`src/rtl/hazard_pkg.sv`:
```
// Shared types and helpers for the scoreboard hazard controller.
package hazard_pkg;

   // Width of each per-register "cycles until readable" countdown.
   localparam int unsigned CNT_W = 2;

   typedef enum logic [1:0] {
      HZ_NONE    = 2'd0,
      HZ_RAW     = 2'd1,
      HZ_FLUSH   = 2'd2,
      HZ_MEMWAIT = 2'd3
   } hz_cause_e;

   // Bubbles a newly issued writer imposes on a dependent reader in Decode.
   // Without forwarding every writer waits for WB (one less if the register
   // file writes through); with forwarding only loads cost bubbles.
   function automatic logic [CNT_W-1:0] ready_lat(input logic             fwd_en,
                                                  input logic             rf_wt,
                                                  input logic [CNT_W-1:0] load_lat,
                                                  input logic             is_load);
      logic [CNT_W-1:0] lat;
      if (fwd_en) begin
         lat = is_load ? load_lat : '0;
      end else begin
         lat = rf_wt ? CNT_W'(2) : CNT_W'(3);
      end
      return lat;
   endfunction

endpackage

```
`src/rtl/hazard_scoreboard.sv`:
```
// Per-register countdown array: issue sets a count, all other non-zero
// counts decrement each unfrozen cycle, two combinational read ports.
module hazard_scoreboard
   import hazard_pkg::*;
#(
   parameter int unsigned REG_ADDR_W = 5
) (
   input  logic                  i_clk,
   input  logic                  i_rst_n,
   input  logic                  i_freeze,
   input  logic                  i_issue,
   input  logic [REG_ADDR_W-1:0] i_issue_addr,
   input  logic [CNT_W-1:0]      i_issue_lat,
   input  logic [REG_ADDR_W-1:0] i_rd_a_addr,
   input  logic [REG_ADDR_W-1:0] i_rd_b_addr,
   output logic [CNT_W-1:0]      o_rd_a_cnt,
   output logic [CNT_W-1:0]      o_rd_b_cnt
);

   localparam int unsigned NUM_REGS = 2 ** REG_ADDR_W;

   logic [CNT_W-1:0] cnt_q [NUM_REGS];
   logic [CNT_W-1:0] cnt_d [NUM_REGS];

   // Next-state: newest writer overwrites, everything else counts down unless frozen.
   always_comb begin
      for (int i = 0; i < NUM_REGS; i++) begin
         cnt_d[i] = cnt_q[i];
         if (!i_freeze) begin
            if (i_issue && (i_issue_addr == REG_ADDR_W'(i))) begin
               cnt_d[i] = i_issue_lat;
            end else if (cnt_q[i] != '0) begin
               cnt_d[i] = cnt_q[i] - CNT_W'(1);
            end
         end
      end
      // x0 is hardwired and can never be pending.
      cnt_d[0] = '0;
   end

   // Countdown state with asynchronous clear.
   always_ff @(posedge i_clk or negedge i_rst_n) begin
      if (!i_rst_n) begin
         for (int i = 0; i < NUM_REGS; i++) begin
            cnt_q[i] <= '0;
         end
      end else begin
         for (int i = 0; i < NUM_REGS; i++) begin
            cnt_q[i] <= cnt_d[i];
         end
      end
   end

   // Source-operand read ports.
   always_comb begin
      o_rd_a_cnt = cnt_q[i_rd_a_addr];
      o_rd_b_cnt = cnt_q[i_rd_b_addr];
   end

endmodule

```
`src/rtl/hazard_scoreboard_ctrl.sv`:
```
// Scoreboard-based RAW hazard controller for the RV32I pipeline.
// Optional macro HAZARD_PERF_EN adds saturating stall/flush event counters.
module hazard_scoreboard_ctrl
   import hazard_pkg::*;
#(
   parameter int unsigned REG_ADDR_W = 5,
   parameter int unsigned FWD_EN     = 0,
   parameter int unsigned RF_WT      = 1,
   parameter int unsigned LOAD_LAT   = 1
) (
   input  logic                  i_clk,
   input  logic                  i_rst_n,
   input  logic                  i_id_valid,
   input  logic [REG_ADDR_W-1:0] i_id_rs1_addr,
   input  logic                  i_id_rs1_used,
   input  logic [REG_ADDR_W-1:0] i_id_rs2_addr,
   input  logic                  i_id_rs2_used,
   input  logic [REG_ADDR_W-1:0] i_id_rd_addr,
   input  logic                  i_id_rd_wren,
   input  logic                  i_id_is_load,
   input  logic                  i_ex_br_taken,
   input  logic                  i_mem_stall,
`ifdef HAZARD_PERF_EN
   output logic [31:0]           o_stall_cycles,
   output logic [31:0]           o_flush_events,
`endif
   output logic                  o_pc_en,
   output logic                  o_fd_en,
   output logic                  o_fd_flush,
   output logic                  o_de_flush,
   output logic                  o_stall,
   output logic [1:0]            o_cause
);

   logic [CNT_W-1:0] rs1_cnt;
   logic [CNT_W-1:0] rs2_cnt;
   logic [CNT_W-1:0] issue_lat;
   logic             raw;
   logic             issue;
   hz_cause_e        cause;

   hazard_scoreboard #(
      .REG_ADDR_W (REG_ADDR_W)
   ) u_scoreboard (
      .i_clk        (i_clk),
      .i_rst_n      (i_rst_n),
      .i_freeze     (i_mem_stall),
      .i_issue      (issue),
      .i_issue_addr (i_id_rd_addr),
      .i_issue_lat  (issue_lat),
      .i_rd_a_addr  (i_id_rs1_addr),
      .i_rd_b_addr  (i_id_rs2_addr),
      .o_rd_a_cnt   (rs1_cnt),
      .o_rd_b_cnt   (rs2_cnt)
   );

   // RAW detection and ready latency of the writer currently in Decode.
   always_comb begin
      raw = i_id_valid & ((i_id_rs1_used & (rs1_cnt != '0)) |
                          (i_id_rs2_used & (rs2_cnt != '0)));
      issue_lat = ready_lat((FWD_EN != 0), (RF_WT != 0), CNT_W'(LOAD_LAT), i_id_is_load);
   end

   // Prioritised pipeline control: memory wait, then redirect, then RAW.
   always_comb begin
      o_pc_en    = 1'b1;
      o_fd_en    = 1'b1;
      o_fd_flush = 1'b0;
      o_de_flush = 1'b0;
      o_stall    = 1'b0;
      cause      = HZ_NONE;
      if (i_mem_stall) begin
         o_pc_en = 1'b0;
         o_fd_en = 1'b0;
         cause   = HZ_MEMWAIT;
      end else if (i_ex_br_taken) begin
         // The dependent Decode instruction is killed, so no RAW stall is needed.
         o_fd_flush = 1'b1;
         o_de_flush = 1'b1;
         cause      = HZ_FLUSH;
      end else if (raw) begin
         o_pc_en    = 1'b0;
         o_fd_en    = 1'b0;
         o_de_flush = 1'b1;
         o_stall    = 1'b1;
         cause      = HZ_RAW;
      end
      o_cause = cause;
   end

   // Only an instruction that actually advances out of Decode is tracked.
   always_comb begin
      issue = i_id_valid & i_id_rd_wren & (i_id_rd_addr != '0) & (cause == HZ_NONE);
   end

`ifdef HAZARD_PERF_EN
   // Saturating performance counters.
   always_ff @(posedge i_clk or negedge i_rst_n) begin
      if (!i_rst_n) begin
         o_stall_cycles <= '0;
         o_flush_events <= '0;
      end else begin
         if (o_stall && (o_stall_cycles != 32'hFFFF_FFFF)) begin
            o_stall_cycles <= o_stall_cycles + 32'd1;
         end
         if (i_ex_br_taken && !i_mem_stall && (o_flush_events != 32'hFFFF_FFFF)) begin
            o_flush_events <= o_flush_events + 32'd1;
         end
      end
   end
`endif

endmodule

```
`config.mk`:
```
export PLATFORM = sky130hd
export DESIGN_NAME = hazard_scoreboard_ctrl
export DESIGN_NICKNAME = d
export VERILOG_FILES = /design/src/rtl/hazard_pkg.sv /design/src/rtl/hazard_scoreboard.sv /design/src/rtl/hazard_scoreboard_ctrl.sv
export SDC_FILE = /design/constraint.sdc
export NUM_CORES = 1
export LEC_CHECK = 0
export BUFFER_PORTS_ARGS = -buffer_cell sky130_fd_sc_hd__buf_2
export CAP_MARGIN = 20
export CORE_MARGIN = 1
export CORE_UTILIZATION = 58
export CTS_CLUSTER_DIAMETER = 60
export DETAILED_ROUTE_END_ITERATION = 6
export HOLD_SLACK_MARGIN = 0.08
export PLACE_DENSITY = 0.77
export SLEW_MARGIN = 25
export SYNTH_ARGS = -nofsm -noshare
export SYNTH_HDL_FRONTEND = slang
export SYNTH_SLANG_ARGS = --single-unit
```
`constraint.sdc`:
```
create_clock -name i_clk -period 4.3 [get_ports i_clk]
set_input_delay 0 -clock i_clk [delete_from_list [all_inputs] [get_ports i_clk]]
set_output_delay 0 -clock i_clk [all_outputs]
set_load 0.01 [all_outputs]
```
Word-level counts from Yosys, hierarchy flattened
Index checks and enable logic that the tools add are counted.

Register bits after elaboration: 62. Bits of input ports: 24. Word-level logic and storage cells: 314.

Add/sub/neg operators: 31. $lt $le $gt $ge: 2. Equality and inequality tests: 31. Muxes and demuxes: 81. Bitwise gates (word level): 10. Reduce and logical (&&, ||, !) cells: 128.

Operators with widths (count): $mux W2 (68); $reduce_bool A2 Y1 (64); $eq A5 B5 Y1 const B (16); $reduce_and A2 Y1 (31); $sub A2 B1 Y2 const B (31); $eq A5 B4 Y1 const B (8); $logic_and A1 B1 Y1 (31); $bmux W2 S5 (2); $eq A5 B3 Y1 const B (4); $ge A6 B6 Y1 const B (2); $not A5 Y6 (2); $mux W1 (11); $eq A5 B2 Y1 const B (2); $and A1 B1 Y1 (6); $eq A5 B1 Y1 const B (1); $reduce_bool A5 Y1 (1); $logic_not A2 Y1 (1); $not A1 Y1 (1); $or A1 B1 Y1 (1).

Depth between registers and ports, before layout
Depth after elaboration: 16. Depth in mapped cells: 11. Mapped depth without buffers: 6.

By module
Synthesis repeated with hierarchy kept, for this count alone.

Cell total of the unflattened synthesis: 670. Area, all modules: 5271.3 um^2.

Modules (own cells, without submodules): hazard_scoreboard (times used 1, cells an instance 653, area each 5168.7 um^2); hazard_scoreboard_ctrl (times used 1, cells an instance 17, area each 102.6 um^2).

Worst setup path after synthesis
No wires, ideal clock.

Path kind: register to output. Start: register u_scoreboard.cnt_q[26] (netlist bit). End: output port o_pc_en. Arrival: 2205 ps. Required time: 4300 ps. Slack: 2095 ps. Cell stages (with the launch flop): 10. Path buffers: 3. Cells stage by stage: dfrtp_1 -> nor2_1 -> mux4_2 -> a32o_1 -> a2111oi_2 -> a22o_1 -> buf_4 -> buf_6 -> a31oi_1 -> buf_4.

Cells in the longest elaborated chain, start to end: 10.

RTL lines: start, declared (RTL line hazard_scoreboard.sv:22) `logic [CNT_W-1:0] cnt_q [NUM_REGS];`; start signal, assigned by index (RTL line hazard_scoreboard.sv:49) `cnt_q[i] <= cnt_d[i];`; $bmux W2 S5, on equally long branches (RTL line hazard_scoreboard.sv:56, hazard_scoreboard.sv:57); $mux W2, on equally long branches (2 in a row) (RTL line hazard_scoreboard.sv:56, hazard_scoreboard.sv:57); $reduce_bool A2 Y1, on equally long branches (RTL line hazard_scoreboard_ctrl.sv:59, hazard_scoreboard_ctrl.sv:60); $and A1 B1 Y1, on equally long branches (RTL line hazard_scoreboard_ctrl.sv:59, hazard_scoreboard_ctrl.sv:60); $or A1 B1 Y1 (*) (RTL line hazard_scoreboard_ctrl.sv:59) `raw = i_id_valid & ((i_id_rs1_used & (rs1_cnt != '0)) |`; $and A1 B1 Y1 (*) (RTL line hazard_scoreboard_ctrl.sv:59); $mux W1 (*) (3 in a row); end, declared (RTL line hazard_scoreboard_ctrl.sv:27) `output logic o_pc_en,`.

Mark *: on every way between the ends. The rest lies on a longest branch, timed or not. The select of a mux whose other input is x is not followed.

Worst setup path in the final report
Start: register u_scoreboard.cnt_q[42] (netlist bit). End: output port o_fd_en.

Cells in the longest elaborated chain, start to end: 10.

RTL lines: $bmux W2 S5, on equally long branches (RTL line hazard_scoreboard.sv:56, hazard_scoreboard.sv:57); $mux W2, on equally long branches (2 in a row) (RTL line hazard_scoreboard.sv:56, hazard_scoreboard.sv:57); $reduce_bool A2 Y1, on equally long branches (RTL line hazard_scoreboard_ctrl.sv:59, hazard_scoreboard_ctrl.sv:60); $and A1 B1 Y1, on equally long branches (RTL line hazard_scoreboard_ctrl.sv:59, hazard_scoreboard_ctrl.sv:60); $or A1 B1 Y1 (*) (RTL line hazard_scoreboard_ctrl.sv:59); $and A1 B1 Y1 (*) (RTL line hazard_scoreboard_ctrl.sv:59); $mux W1 (*) (RTL line hazard_scoreboard_ctrl.sv:81) `end else if (raw) begin`; $mux W1 (*) (RTL line hazard_scoreboard_ctrl.sv:76) `end else if (i_ex_br_taken) begin`; $mux W1 (*) (RTL line hazard_scoreboard_ctrl.sv:72) `if (i_mem_stall) begin`; end, declared (RTL line hazard_scoreboard_ctrl.sv:28) `output logic o_fd_en,`.

Marks and branches as above.

==> flow_summary.json <==
{
  "status": "completed",
  "syn_nets": 560,
  "first_pass_iters": 5,
  "setup_violations": 0,
  "synth-seq-cells": 62,
  "synth_compound_area_share_pct": 19.0,
  "p_per_area_nw_per_um2": 675,
  "reg2reg_to": "u_scoreboard.cnt_q[29]",
  "fin_util_pct": 67.5,
  "num_antenna_cells": 0,
  "ctsHoldBuffers": 1,
  "rows": 30,
  "slew_violations": 0,
  "crit_path_top_delay_cell": "a2111oi_0",
  "gp_routability_congestion": 0.908,
  "cts_buffers": 9,
  "synth_edf_count": 0,
  "drc_errors": 0,
  "path_clk_slew_ns": 0.07,
  "maxSlewHeadroom_pct": 41.5,
  "insertion_delay_ns": 0.35,
  "cp-start-kind": "flip-flop",
  "fin_setup_tns_ns": 0,
  "period_needed_ns": 3.13,
  "grt_max_degree": 63,
  "cts_setup_buffers": 0,
  "drtIter0Drc": 273,
  "crit_arrival_ns": 3.13,
  "hold_path_depth": 3,
  "grt_pass1_vias": 3558,
  "num_vias": 3712,
  "cts_buffer_depth": 2,
  "hold_viol_final": 0,
  "crit_fanout": 14,
  "gr-usage-all-layers_pct": 29.9,
  "ios": 31,
  "drive_gt1_share_pct": 12.6,
  "place_area_um2": 4450,
  "max-cap-violations": 0,
  "hold_ws_ns": 0.113,
  "synthMuxAreaShare_pct": 4.22,
  "layout.cells.most_common": "inv_1",
  "grt_pass1_wl_um": 17300,
  "io_buffers": 29,
  "start_util_pct": 61.5,
  "dieArea_um2": 7720,
  "top_regs": "u_scoreboard.cnt_q (62)",
  "yosysWarnings": 0,
  "grt.overflow.total": 0,
  "min-delay-start": "i_id_rd_addr[4]",
  "die_width_um": 87.8,
  "ant_nets": 0,
  "ys.flop_type": "dfrtp_1",
  "cts_tree": "built",
  "critical_path_class": "reg -> out",
  "coreArea_um2": 6940,
  "yosysUniqueCellTypes": 45,
  "synth_xor_area_share_pct": 6.35,
  "fin_cells": 629,
  "totalWireLength_um": 10500,
  "ys_seq_area_share_pct": 36.3,
  "regMostFlops": "u_scoreboard.cnt_q",
  "cts_resized": 0,
  "hpwl_um": 7470,
  "worst_pin_slew_ns": 0.875,
  "synth_simple_gate_area_share_pct": 16.0,
  "period_share_pct": 72.9,
  "rrSetupSlack_ns": 1.57,
  "rsz0062_at_grt": "false",
  "fin_nets": 583,
  "clock-sinks": 62,
  "end_kind": "primary output",
  "vdd_drop_max_mv": 0.314,
  "design_area_um2": 4690,
  "area_delta_synth_final_pct": 9.66,
  "dieHeight_um": 87.8,
  "crit_path_cell_trace": "nor2_1, a211oi_1, o221ai_1, a2111oi_0, a22o_1, buf_4, a31oi_1, buf_2",
  "wl_per_cell_um": 16.7,
  "syn_avg_cell_area_um2": 8.46,
  "via_per_inst": 5.90,
  "rr_worst_depth": 7,
  "grt_antenna_before_repair": 0,
  "worstHoldEndpoint": "u_scoreboard.cnt_q[52]",
  "placedCellCount": 612,
  "leakage_nw": 2.15,
  "hold_class": "in -> reg",
  "worst_ep_required_time_ns": 4.30,
  "final_cell_mix": "69 x inv_1, 64 x nor2_1, 62 x dfrtp_1",
  "syn_area_um2": 4270,
  "critical-path-max-stage-delay_ns": 0.70,
  "htreeDepth": 3,
  "synth_top_family_by_area": "compound AO/OA/AOI/OAI gates",
  "synth_async_sr_flop_share_pct": 100,
  "r2r-start": "u_scoreboard.cnt_q[42]",
  "synth_cells": 505,
  "root_buffer": "clkbuf_8",
  "synthAdderAreaFrac_pct": 9.07,
  "fin_skew_ns": 0.0109,
  "fmax_ghz": 0.319,
  "largest_reg_flops": 62
}
## layout make-up
class | count | area [um2]
clock buffers | 10 | 138
clock inverters | 6 | 85.1
fillers | 563 | 2260
inverters | 70 | 263
multi-input cells | 351 | 2340
flip-flops and latches | 62 | 1550
well taps | 96 | 120
repair buffers | 34 | 185
## cell usage after synthesis (5+ instances only)
| cell | n | area, um2 |
|---|---|---|
| nor3_1 | 14 | 70.1 |
| clkbuf_1 | 10 | 37.5 |
| xnor2_1 | 31 | 272 |
| o21ai_1 | 11 | 55.1 |
| ha_1 | 31 | 388 |
| nor2b_1 | 5 | 31.3 |
| inv_1 | 69 | 259 |
| o21ai_0 | 31 | 155 |
| or3_1 | 6 | 37.5 |
| nand2_1 | 47 | 176 |
| a211oi_1 | 6 | 45.0 |
| nor2_1 | 64 | 240 |
| nand2b_1 | 6 | 37.5 |
| a31oi_1 | 36 | 225 |
| mux4_2 | 8 | 180 |
| o31ai_1 | 20 | 150 |
| dfrtp_1 | 62 | 1550 |
## critical path: cells and delay by family, from the launching register on
family / cells / cell delay, ns
AO/OA/AOI/OAI: 5 / 1.80
buffers and inverters: 2 / 0.48
flip-flops: 1 / 0.40
AND/OR/NAND/NOR: 1 / 0.10
## per-stage QoR
step,total power (W),worst slack [ns]
6_report,0.00316,1.17
3_3_place_gp,0.00245,1.65
2_1_floorplan,0.00223,2.10
4_1_cts,0.00316,1.21
5_1_grt,0.00346,0.975
3_5_place_dp,0.00257,1.60
## power by group
part	switching, W	leakage (nW)	internal [W]
Clock	0.000244	0.108	0.000340
Sequential	0.000272	0.704	0.000893
Combinational	0.000761	1.34	0.000656
## cells by family after synthesis
logic type,count (synthesis)
buf+inv,92
fa+ha+maj,31
compound gates,125
flops,62
mux,8
xor+xnor,31
simple gates,156
## per-layer routing
layer	GRT usage, %	part of all wire (%)	vias up
li1	-	-	1794
met1	40.6	46	1783
met2	48.3	46	112
met3	5.09	5.4	23
met4	10.7	2.1	0
met5	0	0	-
## how the worst max path moves through the flow
stage	startpoint	endpoint	slack, ns	cells after the start
CTS	u_scoreboard.cnt_q[42]	o_fd_en	1.21	8
finish	u_scoreboard.cnt_q[42]	o_fd_en	1.17	8
detailed placement	u_scoreboard.cnt_q[26]	o_fd_en	1.60	8
floorplan	u_scoreboard.cnt_q[26]	o_pc_en	2.10	9
global route	u_scoreboard.cnt_q[46]	o_pc_en	0.98	8
global placement	u_scoreboard.cnt_q[26]	o_pc_en	1.65	8
No activity file was read; power rests on OpenSTA's default activity.
